<file path="src/rtl/sram_seq_pkg.sv">
// Shared state type and lane-width helper for the SRAM port sequencer slice.
package sram_seq_pkg;

  typedef enum logic {
    S_INIT = 1'b0,
    S_RUN  = 1'b1
  } state_e;

  function automatic int unsigned lane_width(input int unsigned data_w,
                                             input int unsigned mask_w);
    return data_w / mask_w;
  endfunction

endpackage

</file>
<file path="src/rtl/sram_port_sequencer_if.sv">
// Request/response handshake bundle between a client and the SRAM sequencer.
interface sram_port_sequencer_if #(
  parameter int unsigned ADDR_W = 9,
  parameter int unsigned DATA_W = 256,
  parameter int unsigned MASK_W = 32
);
  logic              req_valid;
  logic              req_ready;
  logic              req_write;
  logic [ADDR_W-1:0] req_addr;
  logic [MASK_W-1:0] req_wmask;
  logic [DATA_W-1:0] req_wdata;
  logic              resp_valid;
  logic              resp_ready;
  logic [DATA_W-1:0] resp_rdata;

  modport master (
    output req_valid, req_write, req_addr, req_wmask, req_wdata, resp_ready,
    input  req_ready, resp_valid, resp_rdata
  );

  modport slave (
    input  req_valid, req_write, req_addr, req_wmask, req_wdata, resp_ready,
    output req_ready, resp_valid, resp_rdata
  );
endinterface

</file>
<file path="src/rtl/sram_port_sequencer_resp_fifo.sv">
// Synchronous response FIFO; pointers wrap modulo DEPTH so any depth >= 1 works.
module sram_resp_fifo #(
  parameter int unsigned DEPTH = 3,
  parameter int unsigned WIDTH = 256,
  parameter int unsigned CNT_W = $clog2(DEPTH + 1)
) (
  input  logic             clock,
  input  logic             reset,
  input  logic             push_i,
  input  logic [WIDTH-1:0] push_data_i,
  input  logic             pop_i,
  output logic [WIDTH-1:0] head_o,
  output logic [CNT_W-1:0] count_o
);
  localparam int unsigned PTR_W = (DEPTH > 1) ? $clog2(DEPTH) : 1;

  logic [WIDTH-1:0] mem_q [DEPTH];
  logic [PTR_W-1:0] wr_ptr_q, wr_ptr_d;
  logic [PTR_W-1:0] rd_ptr_q, rd_ptr_d;
  logic [CNT_W-1:0] count_q, count_d;

  function automatic logic [PTR_W-1:0] ptr_inc(input logic [PTR_W-1:0] p);
    return (p == PTR_W'(DEPTH - 1)) ? '0 : p + PTR_W'(1);
  endfunction

  always_comb begin
    wr_ptr_d = push_i ? ptr_inc(wr_ptr_q) : wr_ptr_q;
    rd_ptr_d = pop_i ? ptr_inc(rd_ptr_q) : rd_ptr_q;
    count_d  = count_q;
    if (push_i && !pop_i) begin
      count_d = count_q + CNT_W'(1);
    end else if (!push_i && pop_i) begin
      count_d = count_q - CNT_W'(1);
    end
  end

  always_ff @(posedge clock) begin
    if (reset) begin
      wr_ptr_q <= '0;
      rd_ptr_q <= '0;
      count_q  <= '0;
    end else begin
      wr_ptr_q <= wr_ptr_d;
      rd_ptr_q <= rd_ptr_d;
      count_q  <= count_d;
    end
  end

  always_ff @(posedge clock) begin
    if (push_i) begin
      mem_q[wr_ptr_q] <= push_data_i;
    end
  end

  assign head_o  = mem_q[rd_ptr_q];
  assign count_o = count_q;
endmodule

</file>
<file path="src/rtl/sram_port_sequencer.sv">
// Drives one single-port SRAM macro: zero-fill after reset, then in-order
// read/write requests with read data buffered in a credit-protected FIFO.
module sram_port_sequencer
  import sram_seq_pkg::*;
#(
  parameter int unsigned ADDR_W        = 9,
  parameter int unsigned DATA_W        = 256,
  parameter int unsigned MASK_W        = 32,
  parameter int unsigned RESP_DEPTH    = 3,
  parameter bit          INIT_ON_RESET = 1'b1
) (
  input  logic                 clock,
  input  logic                 reset,
  sram_port_sequencer_if.slave bus,
  output logic                 init_done,
  output logic                 sram_en,
  output logic                 sram_wmode,
  output logic [ADDR_W-1:0]    sram_addr,
  output logic [MASK_W-1:0]    sram_wmask,
  output logic [DATA_W-1:0]    sram_wdata,
  input  logic [DATA_W-1:0]    sram_rdata
);
  localparam int unsigned CNT_W = $clog2(RESP_DEPTH + 1);

  state_e            state_q, state_d;
  logic [ADDR_W-1:0] init_cnt_q, init_cnt_d;
  logic              inflight_q, inflight_d;
  logic              fire;
  logic              resp_pop;
  logic [CNT_W-1:0]  resp_count;
  logic [CNT_W:0]    credit_used;
  logic [DATA_W-1:0] resp_head;

  // Outputs are gated by reset so nothing leaks out during the reset cycle itself.
  assign credit_used   = {1'b0, resp_count} + {{CNT_W{1'b0}}, inflight_q};
  assign bus.req_ready = !reset && (state_q == S_RUN) &&
                         (credit_used < (CNT_W + 1)'(RESP_DEPTH));
  assign bus.resp_valid = !reset && (resp_count != '0);
  assign bus.resp_rdata = resp_head;
  assign resp_pop       = bus.resp_valid && bus.resp_ready;
  assign init_done      = !reset && (state_q == S_RUN);

  always_comb begin
    state_d    = state_q;
    init_cnt_d = init_cnt_q;
    fire       = 1'b0;
    sram_en    = 1'b0;
    sram_wmode = 1'b0;
    sram_addr  = bus.req_addr;
    sram_wmask = '0;
    sram_wdata = '0;
    unique case (state_q)
      S_INIT: begin
        sram_en    = !reset;
        sram_wmode = !reset;
        sram_addr  = init_cnt_q;
        sram_wmask = '1;
        init_cnt_d = init_cnt_q + ADDR_W'(1);
        if (init_cnt_q == '1) begin
          state_d = S_RUN;
        end
      end
      S_RUN: begin
        fire       = bus.req_valid && bus.req_ready;
        sram_en    = fire;
        sram_wmode = fire && bus.req_write;
        if (fire) begin
          sram_wmask = bus.req_wmask;
          sram_wdata = bus.req_wdata;
        end
      end
      default: ;
    endcase
    inflight_d = fire && !bus.req_write;
  end

  always_ff @(posedge clock) begin
    if (reset) begin
      state_q    <= INIT_ON_RESET ? S_INIT : S_RUN;
      init_cnt_q <= '0;
      inflight_q <= 1'b0;
    end else begin
      state_q    <= state_d;
      init_cnt_q <= init_cnt_d;
      inflight_q <= inflight_d;
    end
  end

  sram_resp_fifo #(
    .DEPTH (RESP_DEPTH),
    .WIDTH (DATA_W),
    .CNT_W (CNT_W)
  ) u_resp_fifo (
    .clock       (clock),
    .reset       (reset),
    .push_i      (inflight_q),
    .push_data_i (sram_rdata),
    .pop_i       (resp_pop),
    .head_o      (resp_head),
    .count_o     (resp_count)
  );
endmodule

</file>
<file path="src/flat_wrapper.sv">
// flat-port wrapper written by rule: the top's interface ports become plain ports
module sram_port_sequencer_flat import sram_seq_pkg::*;
#(
  parameter int unsigned ADDR_W        = 9,
  parameter int unsigned DATA_W        = 256,
  parameter int unsigned MASK_W        = 32,
  parameter int unsigned RESP_DEPTH    = 3,
  parameter bit          INIT_ON_RESET = 1'b1
)
  (clock, reset, init_done, sram_en, sram_wmode, sram_addr, sram_wmask, sram_wdata, sram_rdata, bus_req_valid, bus_req_write, bus_req_addr, bus_req_wmask, bus_req_wdata, bus_resp_ready, bus_req_ready, bus_resp_valid, bus_resp_rdata);
  sram_port_sequencer_if #(.ADDR_W(ADDR_W), .DATA_W(DATA_W), .MASK_W(MASK_W)) bus_i ();
  input  logic clock;
  input  logic reset;
  output logic init_done;
  output logic sram_en;
  output logic sram_wmode;
  output logic [ADDR_W-1:0] sram_addr;
  output logic [MASK_W-1:0] sram_wmask;
  output logic [DATA_W-1:0] sram_wdata;
  input  logic [DATA_W-1:0] sram_rdata;
  input wire logic [$bits(bus_i.req_valid)-1:0] bus_req_valid;
  input wire logic [$bits(bus_i.req_write)-1:0] bus_req_write;
  input wire logic [$bits(bus_i.req_addr)-1:0] bus_req_addr;
  input wire logic [$bits(bus_i.req_wmask)-1:0] bus_req_wmask;
  input wire logic [$bits(bus_i.req_wdata)-1:0] bus_req_wdata;
  input wire logic [$bits(bus_i.resp_ready)-1:0] bus_resp_ready;
  output wire logic [$bits(bus_i.req_ready)-1:0] bus_req_ready;
  output wire logic [$bits(bus_i.resp_valid)-1:0] bus_resp_valid;
  output wire logic [$bits(bus_i.resp_rdata)-1:0] bus_resp_rdata;
  assign bus_i.req_valid = bus_req_valid;
  assign bus_i.req_write = bus_req_write;
  assign bus_i.req_addr = bus_req_addr;
  assign bus_i.req_wmask = bus_req_wmask;
  assign bus_i.req_wdata = bus_req_wdata;
  assign bus_i.resp_ready = bus_resp_ready;
  assign bus_req_ready = bus_i.req_ready;
  assign bus_resp_valid = bus_i.resp_valid;
  assign bus_resp_rdata = bus_i.resp_rdata;
  sram_port_sequencer #(.ADDR_W(ADDR_W), .DATA_W(DATA_W), .MASK_W(MASK_W), .RESP_DEPTH(RESP_DEPTH), .INIT_ON_RESET(INIT_ON_RESET)) u_core (.clock(clock), .reset(reset), .bus(bus_i), .init_done(init_done), .sram_en(sram_en), .sram_wmode(sram_wmode), .sram_addr(sram_addr), .sram_wmask(sram_wmask), .sram_wdata(sram_wdata), .sram_rdata(sram_rdata));
endmodule
</file>
<file path="config.mk">
export PLATFORM = sky130hd
export DESIGN_NAME = sram_port_sequencer_flat
export DESIGN_NICKNAME = d
export VERILOG_FILES = /design/src/rtl/sram_seq_pkg.sv /design/src/rtl/sram_port_sequencer_if.sv /design/src/rtl/sram_port_sequencer_resp_fifo.sv /design/src/rtl/sram_port_sequencer.sv /design/src/flat_wrapper.sv
export SDC_FILE = /design/constraint.sdc
export NUM_CORES = 1
export LEC_CHECK = 0
export ABC_AREA = 1
export CAP_MARGIN = 5
export CELL_PAD_IN_SITES_DETAIL_PLACEMENT = 0
export CELL_PAD_IN_SITES_GLOBAL_PLACEMENT = 1
export CORE_AREA = 2 2 429 431
export CTS_CLUSTER_DIAMETER = 120
export DETAILED_ROUTE_END_ITERATION = 6
export DIE_AREA = 0 0 431 433
export HOLD_SLACK_MARGIN = 0.02
export PLACE_DENSITY_LB_ADDON = 0.05
export REMOVE_ABC_BUFFERS = 1
export SLEW_MARGIN = 10
export SYNTH_ARGS = -nofsm -noshare
export SYNTH_HDL_FRONTEND = slang
export SYNTH_HIERARCHICAL = 1
export SYNTH_SLANG_ARGS = --single-unit
</file>
<file path="constraint.sdc">
create_clock -name clock -period 40.6 [get_ports clock]
set_clock_uncertainty 0.05 [all_clocks]
set_input_delay 4.06 -clock clock [delete_from_list [all_inputs] [get_ports clock]]
set_output_delay 4.06 -clock clock [all_outputs]
set_load 0.02 [all_outputs]
</file>
Word-level counts from Yosys, hierarchy flattened

Memories as Yosys holds them, arrays and structs flattened. A register that Yosys moved wholly into a read port is not among the register bits.
Index checks and enable logic that the tools add are counted.

Div/mod/pow operators: 0
Shift-type cells: 0
Eq/ne operators: 3
$mul: 0
Multiplexer cells: 18
Add/subtract/negate cells: 6
Reductions and logical operators: 15
Bitwise logic cells: 1
$lt $le $gt $ge: 1

Operators by type and width:

| cell                                                | count |
|---|---|
| two-way mux 256 bit                                 | 2 |
| one-hot mux 32 bit (2 select lines)                 | 1 |
| two-way mux 32 bit                                  | 1 |
| two-way mux 2 bit                                   | 6 |
| adder 9 x 1 -> 9 bit (second input constant)        | 1 |
| equality test 9 bit (second input constant)         | 1 |
| logical AND 1 bit                                   | 9 |
| two-way mux 9 bit                                   | 1 |
| adder 2 x 1 -> 2 bit (second input constant)        | 3 |
| two-way mux 1 bit                                   | 5 |
| equality test 2 bit (second input constant)         | 2 |
| zero test 1 bit                                     | 4 |
| one-hot mux 1 bit (2 select lines)                  | 2 |
| nonzero test 2 bit                                  | 2 |
| adder 2 x 1 -> 3 bit                                | 1 |
| < comparator 3 x 2 -> 1 bit (second input constant) | 1 |
| subtractor 2 x 1 -> 2 bit (second input constant)   | 1 |
| NOT 1 bit                                           | 1 |

Bits of input ports: 558
Memories: 1
Flip-flop bits (word level): 17
Output and inout port bits: 558
Latch bits: 0
Bits in writable memories: 768
ROM bits: 0

Memory list:

| name                     | words | width | read ports | clocked after Yosys merged registers in | wr ports | RTL line                            | source |
|---|---|---|---|---|---|---|---|
| u_core.u_resp_fifo.mem_q | 3     | 256   | 1          | 1                                       | 1        | sram_port_sequencer_resp_fifo.sv:17 | `logic [WIDTH-1:0] mem_q [DEPTH];` |

Depth between registers and ports, before layout

Gate-level depths: netlist (run 1).

Depth in word-level cells: 6
Gate-level depth with buffers: 10
Depth with buffers taken out: 10

Cells and area by module

The synthesis (run 1) kept the hierarchy.

Modules (own cells, without submodules):

| module              | area each (um2) | cells an instance | sequential area each (um2) | times used |
|---|---|---|---|---|
| sram_resp_fifo      | 28711.3         | 1951              | 23222.3                    | 1 |
| sram_port_sequencer | 3195.6          | 720               | 220.2                      | 1 |

Worst setup path before layout (run 1)

No wires, ideal clock.

Kind: register to register
Start point: reg u_core.inflight_q
End point: mem u_core.u_resp_fifo.mem_q[2][0], enable pin
Required time: 39.363 ns
Arrival time: 17.657 ns
Slack: 21.706 ns
Stages on the path, launching flop included: 3
Period minus slack after synthesis: 18.894 ns
Cells stage by stage: dfxtp_1 > inv_1 > nor3_1

Word-level cells in the longest chain between the ends: 2

RTL lines:

| element                                 | RTL line                            | source |
|---|---|---|
| from (decl)                             | sram_port_sequencer.sv:27           | `logic inflight_q, inflight_d;` |
| from (signal assigned)                  | sram_port_sequencer.sv:85           | `inflight_q <= inflight_d;` |
| two-way mux 1 bit                       | sram_port_sequencer_resp_fifo.sv:50 | `if (push_i) begin` |
| two-way mux 1 bit (implied by the code) | sram_port_sequencer_resp_fifo.sv:51 | `mem_q[wr_ptr_q] <= push_data_i;` |
| to (decl)                               | sram_port_sequencer_resp_fifo.sv:17 |  |

No other way between the ends.

Worst setup path after layout (run 1)

Start point: in reset
End point: out sram_wdata[98]

Word-level cells in the longest chain between the ends: 6

RTL lines:

| element                        | RTL line                  | source |
|---|---|---|
| from (decl)                    | flat_wrapper.sv:13        | `input logic reset;` |
| zero test 1 bit                | sram_port_sequencer.sv:36 | `assign bus.req_ready = !reset && (state_q == S_RUN) &&` |
| logical AND 1 bit (2 in a row) | sram_port_sequencer.sv:36 |  |
| logical AND 1 bit              | sram_port_sequencer.sv:64 | `fire = bus.req_valid && bus.req_ready;` |
| two-way mux 256 bit            | sram_port_sequencer.sv:67 | `if (fire) begin` |
| two-way mux 256 bit            | sram_port_sequencer.sv:52 | `unique case (state_q)` |
| to (decl)                      | flat_wrapper.sv:19        | `output logic [DATA_W-1:0] sram_wdata;` |

No other way between the ends.

==> results of run 1 <==
-- logic make-up (layout without fill, tap and decap cells) --
family	Yosys count	in the layout	share of synthesized area
and+or+nand+nor	915	915	0.1114
other	0	12	0
buffers and inverters	436	1603	0.06804
adders and majority gates	5	5	0.001961
AOI/OAI and AO/OA	528	528	0.08388
DFF	787	787	0.7347
-- flip-flops by register name, indices dropped and copies added, names as in the netlist, named ones only --
signal	flops
u_core/u_resp_fifo/rd_ptr_q	2
u_core/state_q	1
u_core/u_resp_fifo/count_o	2
u_core/init_cnt_q	9
u_core/u_resp_fifo/mem_q	768
u_core/inflight_q	1
u_core/u_resp_fifo/wr_ptr_q	2
-- where the power goes --
group / internal (mW) / switching, mW
Sequential: 0.891 / 0.000239
Clock: 0.467 / 0.349
Combinational: 0.0499 / 0.0329
-- final timing paths --
| check | from | to | slack [ns] | cells past startpoint |
|---|---|---|---|---|
| hold / removal | u_core/u_resp_fifo/rd_ptr_q[1] | flop | 0.41 | 2 |
| setup / recovery | reset | sram_wdata[98] | 28.13 | 9 |
| hold reg to reg | u_core/u_resp_fifo/rd_ptr_q[1] | flop | 0.41 | 2 |
| setup reg to reg | u_core/inflight_q | u_core/u_resp_fifo/mem_q[1][193] | 36.59 | 5 |
-- per-layer routing --
metal | share of wire | routed length [µm] | up-vias | GRT usage
li1 | - | - | 11260 | -
met1 | 0.36 | 62580 | 12060 | 0.1864
met2 | 0.54 | 94670 | 801 | 0.3428
met3 | 0.070 | 12220 | 263 | 0.05363
met4 | 0.025 | 4311 | 42 | 0.04970
met5 | 0.0016 | 276 | - | 0
-- stage by stage --
stage	total power, mW	util	hold slack [ns]	setup slack [ns]	instance area, µm²
global route	1.861	0.2647	0.4465	27.83	48200
CTS	1.830	0.2646	0.4095	28.17	48190
detailed placement	0.9919	0.2484	0.4014	28.18	45230
floorplan	0.9147	-	0.3877	21.71	30800
global placement	0.9928	0.2484	0.4164	28.21	45230
finish	1.790	0.2648	0.4139	28.13	48220
-- cells in the mapped netlist --
| cell | number | area, µm² |
|---|---|---|
| sky130_fd_sc_hd__edfxtp_1 | 768 | 23060 |
| sky130_fd_sc_hd__nor2_1 | 530 | 1989 |
| sky130_fd_sc_hd__a21oi_1 | 512 | 2562 |
| sky130_fd_sc_hd__nand2_1 | 327 | 1227 |
| sky130_fd_sc_hd__inv_1 | 278 | 1044 |
| sky130_fd_sc_hd__buf_2 | 76 | 380.4 |
| sky130_fd_sc_hd__buf_6 | 42 | 473.0 |
| sky130_fd_sc_hd__nand3_1 | 39 | 195.2 |
| sky130_fd_sc_hd__buf_4 | 24 | 180.2 |
| sky130_fd_sc_hd__dfxtp_1 | 19 | 380.4 |
| sky130_fd_sc_hd__nand2_2 | 10 | 62.56 |
| sky130_fd_sc_hd__a21oi_2 | 9 | 78.83 |
| sky130_fd_sc_hd__clkbuf_1 | 8 | 30.03 |
| sky130_fd_sc_hd__o21ai_0 | 7 | 35.03 |
| sky130_fd_sc_hd__ha_1 | 5 | 62.56 |
| sky130_fd_sc_hd__buf_1 | 2 | 7.510 |
| sky130_fd_sc_hd__nand2_4 | 2 | 22.52 |
| sky130_fd_sc_hd__nor3_1 | 2 | 10.01 |
| sky130_fd_sc_hd__nor3b_1 | 2 | 15.01 |
| sky130_fd_sc_hd__buf_12 | 1 | 20.02 |
| sky130_fd_sc_hd__buf_8 | 1 | 15.01 |
| sky130_fd_sc_hd__clkinv_1 | 1 | 3.750 |
| sky130_fd_sc_hd__clkinv_2 | 1 | 5.000 |
| sky130_fd_sc_hd__clkinv_4 | 1 | 8.760 |
| sky130_fd_sc_hd__inv_2 | 1 | 3.750 |
| sky130_fd_sc_hd__nand4_1 | 1 | 6.260 |
| sky130_fd_sc_hd__nor2_8 | 1 | 20.02 |
| sky130_fd_sc_hd__nor4_1 | 1 | 6.260 |
-- tightest hold or removal path: stages, from the launching register on --
cell and delay, ns:
sky130_fd_sc_hd__dfxtp_1 0.29, sky130_fd_sc_hd__inv_1 0.06, sky130_fd_sc_hd__a21oi_1 0.07
-- area by class of cell --
| class | instances | area share |
|---|---|---|
| Antenna cell | 12 | 0.0006228 |
| Clock buffer | 131 | 0.05475 |
| Clock inverter | 49 | 0.006487 |
| Inverter | 282 | 0.02278 |
| Multi-Input combinational cell | 1448 | 0.1308 |
| Sequential cell | 787 | 0.4864 |
| Tap cell | 2385 | 0.06189 |
| Timing Repair Buffer | 1141 | 0.2363 |
==> impl.org, run 1 <==
** Floorplanning
- Floorplan core area :: 182100 µm²
- Ports :: 1116
- DIE HEIGHT :: 433 µm
- The initialized floorplan defines 157 standard-cell rows.
- The floorplan step defined a die boundary enclosing 186600 µm².
- The initial utilization of the core area, before any placement, comes to 0.1752.
- Die width :: 431 µm

** Worst setup path
- Delay of the slowest critical-path stage :: 0.87 ns
- Category of the critical setup timing path :: primary input to primary output
- Cell with the biggest individual delay on the critical path :: sky130_fd_sc_hd__buf_4
- Along the worst path, the maximum fanout reaches 100.
- Together, buffers and inverters on the worst path number 5.
- Largest delay contributor family on the critical path :: buffers and inverters
- CP required :: 36.49 ns
- CP startpoint kind :: primary input
- Data arrival time of the critical path :: 8.36 ns
- Kind of end point of the critical path :: primary output
- Critical Path, Cell by Cell :: clkdlybuf4s50_1 -> inv_2 -> nand2_4 -> nor2_8 -> nand2_8 -> buf_4 -> buf_4 -> nor2_1 -> clkdlybuf4s50_1

** STA
- Max transition margin :: 0.2230
- In the finished design, the share of the clock period the worst path needs comes to 0.3072.
- Final setup violation count :: 0
- Hold Vio Cnt, Final :: 0
- Timing would allow up to 80.17 MHz.
- Setup repair after global routing left no endpoint under its margin.
- For the pin with the worst max-slew slack, the measured transition is 1.165 ns.
- Summed over all failing endpoints, the final setup total negative slack is 0 ns.
- Count of pins over their slew limit :: 0
- Final worst path period need :: 12.47 ns

** Pwr
- Dividing total power by cell area gives a power density of 37.13 nW/µm².
- Cell leakage power :: 17.33 nW
- Maximum VDD drop :: 0.02785 mV

** Global routing
- Pin count of the biggest net entering global routing :: 148
- Global-route wire length before repair :: 226800 µm
- Initial antenna violation count :: 85
- Across every metal layer, demand over resource in global routing totals 0.1789.
- The via count of the first global-routing pass came to 24550.
- Summed over all layers, the global routing overflow is 0.

** Place
- Placed wire-length estimate after detailed placement :: 126500 µm
- Routability-driven placement finished with a final weighted congestion of 0.8641.
- Cell total after placement :: 6043
- Port buffering added 1115 buffers.

** Route
- Wirelength, routed :: 174100 µm
- Initial DRT Pass Iterations :: 5
- Count of routing violations after the opening detailed-route iteration :: 1119
- Detail-routed net length per standard cell :: 27.92 µm
- Drc violations :: 0
- In this run the remaining antenna-violating nets after routing total 0.
- Count of vias placed by the detailed router :: 24430
- After detailed routing, the number of vias per cell comes to 3.918.

** Clock tree
- Number of clock buffers inserted by TritonCTS :: 99
- Number of H-tree levels :: 3
- CTS Root Buffer Type :: sky130_fd_sc_hd__clkbuf_16
- Total of cells resized after clock tree synthesis :: 0
- The clock passes through at most 3 buffers.
- For this design, the sink count on the clock tree is 787.
- Clock-pin slew was measured on the worst setup and hold paths at 0.05 ns.
- TritonCTS built the clock tree.
- Post-CTS timing repair inserted 0 buffers for setup.
- Number of buffers inserted by hold repair at cts :: 0
- The later pin in the worst-skew pair is clocked with a latency of 0.69 ns.

** Logic synthesis
- In this run, distinct cell masters in the synthesized netlist total 28.
- Post-synthesis cell count :: 2671
- Number of flip-flops and latches in the synthesized netlist :: 787
- During synthesis, Yosys emitted a total of 6 warnings.
- Syn Std Cell Area :: 31910 µm²
- Sequential fraction of the synthesis area :: 0.7347
- A synthesized cell averages 11.95 µm².

** Hold path
- Type of the tightest min-delay check :: flop to flop

** Cells and area
- The final layout contains 4322 nets.
- Area added between synthesis and finish :: 51.12%
- The layout has 19210 filler cells.
- The library cells used most frequently in the layout, excluding fill and tap cells, are 1115 x sky130_fd_sc_hd__clkdlybuf4s50_1, 768 x sky130_fd_sc_hd__edfxtp_1, 530 x sky130_fd_sc_hd__nor2_1.
- In the final layout, the share of cells above drive strength 1 is 0.04690.
- Commonest non-fill, non-tap cell in the layout :: sky130_fd_sc_hd__clkdlybuf4s50_1
- Multi-input gate area in the final layout :: 6307 µm²
- Register area :: 23450 µm²
- Post-layout instance count excluding filler cells :: 6235

** Outcome
- The run finished with clean final reports.

** Job
- The tool flagged a number of max-cap violations equal to 0.
Note: power is estimated with default switching activity, not from simulation.
==> run 2, diff against run 1 <==
--- a/config.mk
+++ b/config.mk
@@ -9,10 +9,10 @@
 export CAP_MARGIN = 5
 export CELL_PAD_IN_SITES_DETAIL_PLACEMENT = 0
 export CELL_PAD_IN_SITES_GLOBAL_PLACEMENT = 1
-export CORE_AREA = 2 2 429 431
+export CORE_AREA = 2 2 441 443
 export CTS_CLUSTER_DIAMETER = 120
 export DETAILED_ROUTE_END_ITERATION = 6
-export DIE_AREA = 0 0 431 433
+export DIE_AREA = 0 0 443 445
 export HOLD_SLACK_MARGIN = 0.02
 export PLACE_DENSITY_LB_ADDON = 0.05
 export REMOVE_ABC_BUFFERS = 1
==> constraint.sdc (replaced) <==
create_clock -name clock -period 11 [get_ports clock]
set_clock_uncertainty 0.05 [all_clocks]
set_input_delay 1.1 -clock clock [delete_from_list [all_inputs] [get_ports clock]]
set_output_delay 1.1 -clock clock [all_outputs]
set_load 0.02 [all_outputs]
==> run 2 against run 1 <==
  * Clock power increased to 3.9 times the previous value
  * Cell count increased by 2.4%
  * Design area increased by 0.84%
  * Via count increased by 0.90%
  * Hold slack improved by 0.0059 ns
  * Sequential cell count unchanged
  * Die area increased by 5.6%
  * Utilization decreased by 1.2 points
  * Total power increased to 3.8 times the previous value
  * Count of clock-buffer cells in the layout decreased by 1
  * Wire length increased by 2.6%
  * Sequential power increased to 3.7 times the previous value
  * Largest power group unchanged
  * Highest routed layer unchanged
==> impl.org, run 2 (synthesized netlist as in run 1, its figures left out) <==
** Cells and area
- For this run, the share of the core covered by cells in the final layout is 0.2533.
- Most used cells in the layout excluding fill and tap cells :: 1115 x sky130_fd_sc_hd__clkdlybuf4s50_1, 768 x sky130_fd_sc_hd__edfxtp_1, 530 x sky130_fd_sc_hd__nor2_1
- Counting flops per register, the top entry is u_core/u_resp_fifo/mem_q.
- In the final layout, the share of cells above drive strength 1 is 0.04896.
- Registers with the most flip-flops :: u_core/u_resp_fifo/mem_q x768, u_core/init_cnt_q x9
- Leaving out fill and tap cells, the most frequent cell in the layout is sky130_fd_sc_hd__clkdlybuf4s50_1.
- Area added between synthesis and finish :: 52.39%
- The register with the most flip-flops in the layout has 768 of them.
- Post-layout instance count excluding filler cells :: 6387
- The layout has 20520 filler cells.
- For this run, the post-layout net count is 4326.

** Worst setup path
- Reg2Reg Setup Slack :: 7.39 ns
- Traced cell by cell, the critical path runs through clkdlybuf4s50_1 -> buf_4 -> inv_2 -> nand2_4 -> nor2_8 -> nand2_8 -> buf_12 -> nor2_1 -> clkdlybuf4s50_1.
- Kind of end point of the critical path :: primary output
- CP startpoint kind :: primary input
- Data arrives at the worst endpoint at 4.52 ns.
- Cell with the biggest individual delay on the critical path :: sky130_fd_sc_hd__clkdlybuf4s50_1
- The critical path is of the primary input to primary output type.
- Startpoint of the worst register-to-register path :: u_core/inflight_q
- In this design, the stage delay of the slowest critical-path cell is 0.67 ns.
- Along the worst path, the maximum fanout reaches 157.
- CP required :: 9.85 ns
- Counting stages on the worst path, the most repeated cell is sky130_fd_sc_hd__clkdlybuf4s50_1.
- Crit path from :: reset

** Place
- During placement, the flow inserted port buffers numbering 1115.
- At the end of routability-driven placement, the weighted congestion stood at 0.8774.
- Cell total after placement :: 6186
- The wire-length estimate of the detail-placed layout is 130500 µm.
- OpenSTA, run right after detailed placement, puts the worst setup slack at 5.501 ns.

** Route
- Initial DRT Pass Iterations :: 5
- The routed layout has 24650 vias.
- For this block, wires on met1 add up to 63150 µm.
- The count of nets left with antenna violations once routing finished came out at 0.
- Detail-routed net length per standard cell :: 27.96 µm
- In this run the top signal layer used is met5.
- Wirelength, routed :: 178600 µm
- After detailed routing, the number of vias per cell comes to 3.859.
- Count of routing violations after the opening detailed-route iteration :: 1101
- Wire segments on met2 add up to 95500 µm in the final route.
- The routed design uses 12880 µm of met3 wire.
- Drc violations :: 0

** Global routing
- Total global-route track usage :: 0.1736
- Global-route wire length before repair :: 231700 µm
- Entering global routing, the biggest net connects 158 pins.
- Vias in the first global route :: 24370
- Congestion Overflow GR :: 0
- The number of antenna violations at the first check in global routing came to 94.

** Clock tree
- Clock latency on the worst-skew pair :: 0.70 ns
- Number of clock buffers inserted by TritonCTS :: 101
- Number of clock sinks seen by CTS :: 787
- After clock tree synthesis, the setup repair step added 0 buffers.
- TritonCTS clock tree :: built
- Clock transition at path regs :: 0.05 ns
- CTS Root Buffer Type :: sky130_fd_sc_hd__clkbuf_16
- Number of buffers inserted by hold repair at cts :: 0
- Number of H-tree levels :: 3
- Total of cells resized after clock tree synthesis :: 0
- The clock passes through at most 3 buffers.

** STA
- The number of pins exceeding their max-slew limit in the final report is 0.
- Max transition margin :: 0.2700
- For this run, the top clock speed supported by timing is 176.5 MHz.
- Final worst path period need :: 5.666 ns
- Setup violations remaining at the end of the flow were counted as 0.
- The number of endpoints with negative hold slack in the final report came to 0.
- For the pin with the worst max-slew slack, the measured transition is 1.095 ns.
- Across all setup checks in the final design, the least slack found is 5.334 ns.
- RSZ-0062 raised after global routing :: false
- Final clock period utilization by the worst path :: 0.5151
- For the final routed database, the setup TNS stands at 0 ns.

** Floorplanning
- Die width :: 443 µm
- The die covers 197100 µm².
- 1116 I/O pins were placed.
- After floorplanning, the core was sized to cover 192000 µm².
- Number of core rows :: 161
- Initial cell density of the core :: 0.1662
- Measured along the y axis, the die boundary spans 445 µm.

** Pwr
- Across the VDD grid, the largest voltage drop is 0.1243 mV.
- In this run the power density over the cells is 139.7 nW/µm².
- Part of the total power dissipated in the clock network :: 0.470
- The share of total power dissipated in sequential elements is 0.484.
- Proportion of total power due to net switching :: 0.2143
- Share of total power in combinational logic :: 0.046
- The internal portion of the total power is 5.337 mW.
- Cell leakage power :: 17.43 nW
- Summed over all nets, the switching power comes to 1.456 mW.

** Outcome
- The run finished with clean final reports.

** Hold path
- HP Start :: u_core/u_resp_fifo/rd_ptr_q[1]
- The path class of the tightest hold or removal check is flop to flop.

** Job
- Maximum capacitance violations :: 0
==> run 2: cell types whose count changed in the layout (fill, tap and decap cells not counted) <==
cell,change
sky130_fd_sc_hd__clkinv_2,-3
sky130_fd_sc_hd__clkbuf_16,+1
sky130_fd_sc_hd__bufinv_16,+5
sky130_fd_sc_hd__clkinv_1,-4
sky130_fd_sc_hd__clkinvlp_4,+3
sky130_fd_sc_hd__diode_2,+9
sky130_fd_sc_hd__clkinv_16,+1
sky130_fd_sc_hd__clkbuf_1,-2
sky130_fd_sc_hd__inv_16,+1
sky130_fd_sc_hd__buf_4,+2
sky130_fd_sc_hd__clkinv_4,-2
==> run 2: final cells by class <==
type | count | area [µm²] | area share
flip-flops and latches | 787 | 23450 | 0.4823
clock inverters | 50 | 488.0 | 0.01004
inverters | 282 | 1099 | 0.02259
well taps | 2526 | 3161 | 0.06500
repair buffers | 1143 | 11410 | 0.2346
diodes | 21 | 52.55 | 0.001081
multi-input cells | 1448 | 6307 | 0.1297
clock buffers | 130 | 2658 | 0.05465
==> run 2: final timing paths <==
path | endpoint | cells after the start
max reg2reg | u_core/u_resp_fifo/mem_q[2][239] | 5
max | sram_wdata[45] | 9
min reg2reg | flop | 2
min | flop | 2
==> run 2: stage by stage <==
step | area [µm²] | power, mW | hold slack [ns]
after global placement | 45430 | 3.670 | 0.4087
final | 48620 | 6.793 | 0.4197
after floorplan | 30800 | 3.376 | 0.3877
after detailed placement | 45430 | 3.667 | 0.4118
after global routing | 48590 | 7.055 | 0.4473
after CTS | 48570 | 6.953 | 0.4235
==> run 2: layer usage <==
metal,track usage,up-vias
met1,0.1744,12200
met3,0.05879,293
met5,0,-
li1,-,11280
met4,0.06578,66
met2,0.3274,816
==> run 2: power by group through the flow <==
| stage | combinational (mW) | clock [mW] | sequential, mW |
|---|---|---|---|
| finish | 0.312 | 3.19 | 3.29 |
| global route | 0.328 | 3.44 | 3.29 |
| CTS | 0.319 | 3.35 | 3.29 |
| detailed placement | 0.316 | 0 | 3.35 |
| global placement | 0.319 | 0 | 3.35 |
| floorplan | 0.0226 | 0 | 3.35 |
==> run 2: worst max-delay path: cells and delay by family <==
family	cells	cell delay, ns
buffers and inverters	5	1.80
and+or+nand+nor	4	1.31
==> run 3, diff against run 2 <==
==> constraint.sdc (replaced) <==
create_clock -name clock -period 4.85 [get_ports clock]
set_clock_uncertainty 0.05 [all_clocks]
set_input_delay 0.485 -clock clock [delete_from_list [all_inputs] [get_ports clock]]
set_output_delay 0.485 -clock clock [all_outputs]
set_load 0.02 [all_outputs]
==> run 3 against run 2 <==
  * Combinational power increased by 120%
  * Sequential share of layout area decreased by 0.13 points
  * Critical endpoint is now sram_wdata[38]
  * Design area increased by 0.26%
  * Worst setup slack got worse by 5.1 ns
  * Sequential cell count unchanged
  * Clock power increased by 120%
  * Count of clock-buffer cells in the layout increased by 2
  * Critical path depth unchanged
==> impl.org, run 3 (synthesized netlist as in run 1, its figures left out) <==
** Route
- Wirelength, routed :: 175600 µm
- The pre-antenna-repair detailed-routing pass consisted of 7 iterations.
- In the routed layout, each cell is associated on average with a via count of 3.868.
- The first routing iteration left 1223 violations.
- In this run the remaining antenna-violating nets after routing total 0.
- Count of vias placed by the detailed router :: 24660
- Dividing the detail-routed wire length by the instance count gives 27.54 µm.
- In the routed design, unresolved DRC markers number 0.

** Global routing
- The number of antenna violations at the first check in global routing came to 86.
- Vias in the first global route :: 24570
- Congestion Overflow GR :: 0
- Entering global routing, the biggest net connects 132 pins.
- Global-route wire length before repair :: 230000 µm
- Total global-route track usage :: 0.1716

** Cells and area
- Post-layout instance count excluding filler cells :: 6375
- Area added between synthesis and finish :: 52.79%
- The layout has 20420 filler cells.
- Multi-input gate area in the final layout :: 6307 µm²
- Proportion of layout cells with a drive suffix above 1 :: 0.04820
- The final layout contains 4327 nets.
- In the final layout, flip-flops and latches occupy 23450 µm².
- The top cell types in the final layout, fill and taps aside, are 1110 x sky130_fd_sc_hd__clkdlybuf4s50_1, 768 x sky130_fd_sc_hd__edfxtp_1, 530 x sky130_fd_sc_hd__nor2_1.
- Register ranked first by flip-flop count :: u_core/u_resp_fifo/mem_q
- The register with the most flip-flops in the layout has 768 of them.
- Registers with the most flip-flops :: u_core/u_resp_fifo/mem_q x768, u_core/init_cnt_q x9
- Commonest non-fill, non-tap cell in the layout :: sky130_fd_sc_hd__clkdlybuf4s50_1

** Outcome
- The flow ran to the end, and the final reports show no timing, DRC or antenna violations.

** Clock tree
- The clock reaches the later pin of the worst-skew pair after 0.73 ns.
- In this run, post-CTS hold repair placed 0 buffers.
- Number of H-tree levels :: 3
- In this run the deepest clock path goes through 3 buffers.
- TritonCTS clock tree :: built
- CTS Root Buffer Type :: sky130_fd_sc_hd__clkbuf_16
- Clock transition at path regs :: 0.06 ns
- In this run the post-CTS setup repair buffer count came out at 0.
- Counting the buffers created by CTS gives 101.
- Number of clock sinks seen by CTS :: 787
- Total of cells resized after clock tree synthesis :: 0

** Place
- Cell total after placement :: 6187
- During placement, the flow inserted port buffers numbering 1115.
- Final weighted congestion in routability-driven placement :: 0.8670
- Once detailed placement completed, the half-perimeter wirelength came to 126400 µm.

** Worst setup path
- The setup path with the least slack is of type flop to primary output.
- Kind of end point of the critical path :: primary output
- Cell with the biggest individual delay on the critical path :: sky130_fd_sc_hd__clkdlybuf4s50_1
- Of all nets on the critical path, the largest fanout is 127.
- Critical Path, Cell by Cell :: ha_1 -> ha_1 -> nand2_1 -> nand2_1 -> nor2_8 -> nand2_8 -> buf_12 -> nor2_1 -> clkdlybuf4s50_1
- Data on the critical path arrives at its endpoint at 4.04 ns.
- The worst setup path is launched from a flop.
- Delay of the slowest critical-path stage :: 0.64 ns
- STA puts the critical path data required time at 4.32 ns.

** Pwr
- VDD sags by at most 0.2480 mV.
- Cell leakage power :: 17.47 nW
- Proportion of total power due to net switching :: 0.2154
- Summed over all nets, the switching power comes to 3.273 mW.
- Design internal power :: 11.92 mW
- Overall power consumption after layout is estimated at 15.20 mW.
- The share of total power dissipated in sequential elements is 0.491.
- Share of total power in combinational logic :: 0.045
- In this run the power density over the cells is 311.7 nW/µm².
- Part of the total power dissipated in the clock network :: 0.464

** STA
- Worst hold slack :: 0.3065 ns
- Final worst path period need :: 4.571 ns
- Hold Vio Cnt, Final :: 0
- Count of pins over their slew limit :: 0
- Setup violations remaining at the end of the flow were counted as 0.
- Setup repair after global routing left no endpoint under its margin.
- Max transition margin :: 0.2412
- Static timing analysis puts the maximum clock frequency at 218.8 MHz.
- For the pin with the worst max-slew slack, the measured transition is 1.138 ns.
- Of the available clock period, the critical path in the final layout requires 0.9425.

** Floorplanning
- DIE HEIGHT :: 445 µm
- For this design the top-level I/O count stands at 1116.
- For this configuration, the core starts out at a cell density of 0.1662.
- Number of core rows :: 161
- The floorplan step defined a core boundary enclosing 192000 µm².
- Area of the die :: 197100 µm²
- Measured along the x axis, the die boundary spans 443 µm.

** Job
- The tool flagged a number of max-cap violations equal to 0.

** Hold path
- The path class of the tightest hold or removal check is primary input to flop.
run 3: cell count changes in the layout (fill, tap and decap cells not counted), sizes merged:
cell	before	now
clkbuf	130	132
buf	28	34
clkinvlp	4	1
diode	21	11
clkdlybuf4s50	1115	1110
inv	282	283
bufinv	7	4
run 3: metrics by stage:
stage	instance area [µm²]	utilization	TNS, ns	worst slack (ns)
floorplan	30800	-	-5414.83	-14.04
global placement	45660	0.2378	0	0.9371
detailed placement	45660	0.2378	0	0.9108
CTS	48720	0.2538	0	0.1788
global route	48730	0.2538	0	0.0004023
finish	48750	0.2539	0	0.2790
run 3: power by group through the flow:
stage	logic, mW	registers (mW)	clock network [mW]
after floorplan	0.0513	7.61	0
after global placement	0.696	7.60	0
after detailed placement	0.690	7.60	0
after CTS	0.698	7.46	7.38
after global routing	0.724	7.46	7.61
final	0.685	7.46	7.05
run 3: critical path, delay by kind of cell (launching register included):
kind                       cells  cell delay (ns)
buffers and inverters          2             1.04
adders and majority gates      2             0.48
and+or+nand+nor                5             1.25
DFF                            1             0.36
run 3: path summary, 6_finish.rpt:
check | start | end | slack (ns) | depth (start not counted)
setup / recovery | u_core/inflight_q | sram_wdata[38] | 0.28 | 9
hold / removal | sram_rdata[57] | u_core/u_resp_fifo/mem_q[2][57] | 0.31 | 1
setup reg to reg | u_core/inflight_q | u_core/inflight_q | 2.21 | 8
hold reg to reg | u_core/u_resp_fifo/wr_ptr_q[1] | u_core/u_resp_fifo/wr_ptr_q[1] | 0.41 | 2
run 3: layout make-up:
type / count / area share
Sequential cell: 787 / 0.4810
Timing Repair Buffer: 1144 / 0.2388
Multi-Input combinational cell: 1448 / 0.1294
Tap cell: 2526 / 0.06483
Clock buffer: 132 / 0.05423
Inverter: 282 / 0.02253
Clock inverter: 45 / 0.008649
Antenna cell: 11 / 0.0005646
run 3: layer usage:
layer / GRT usage / wire, µm / vias to the layer above
li1: - / - / 11270
met1: 0.1722 / 61490 / 12170
met2: 0.3264 / 94320 / 847
met3: 0.05597 / 12550 / 311
met4: 0.06333 / 6821 / 60
met5: 0 / 385 / -
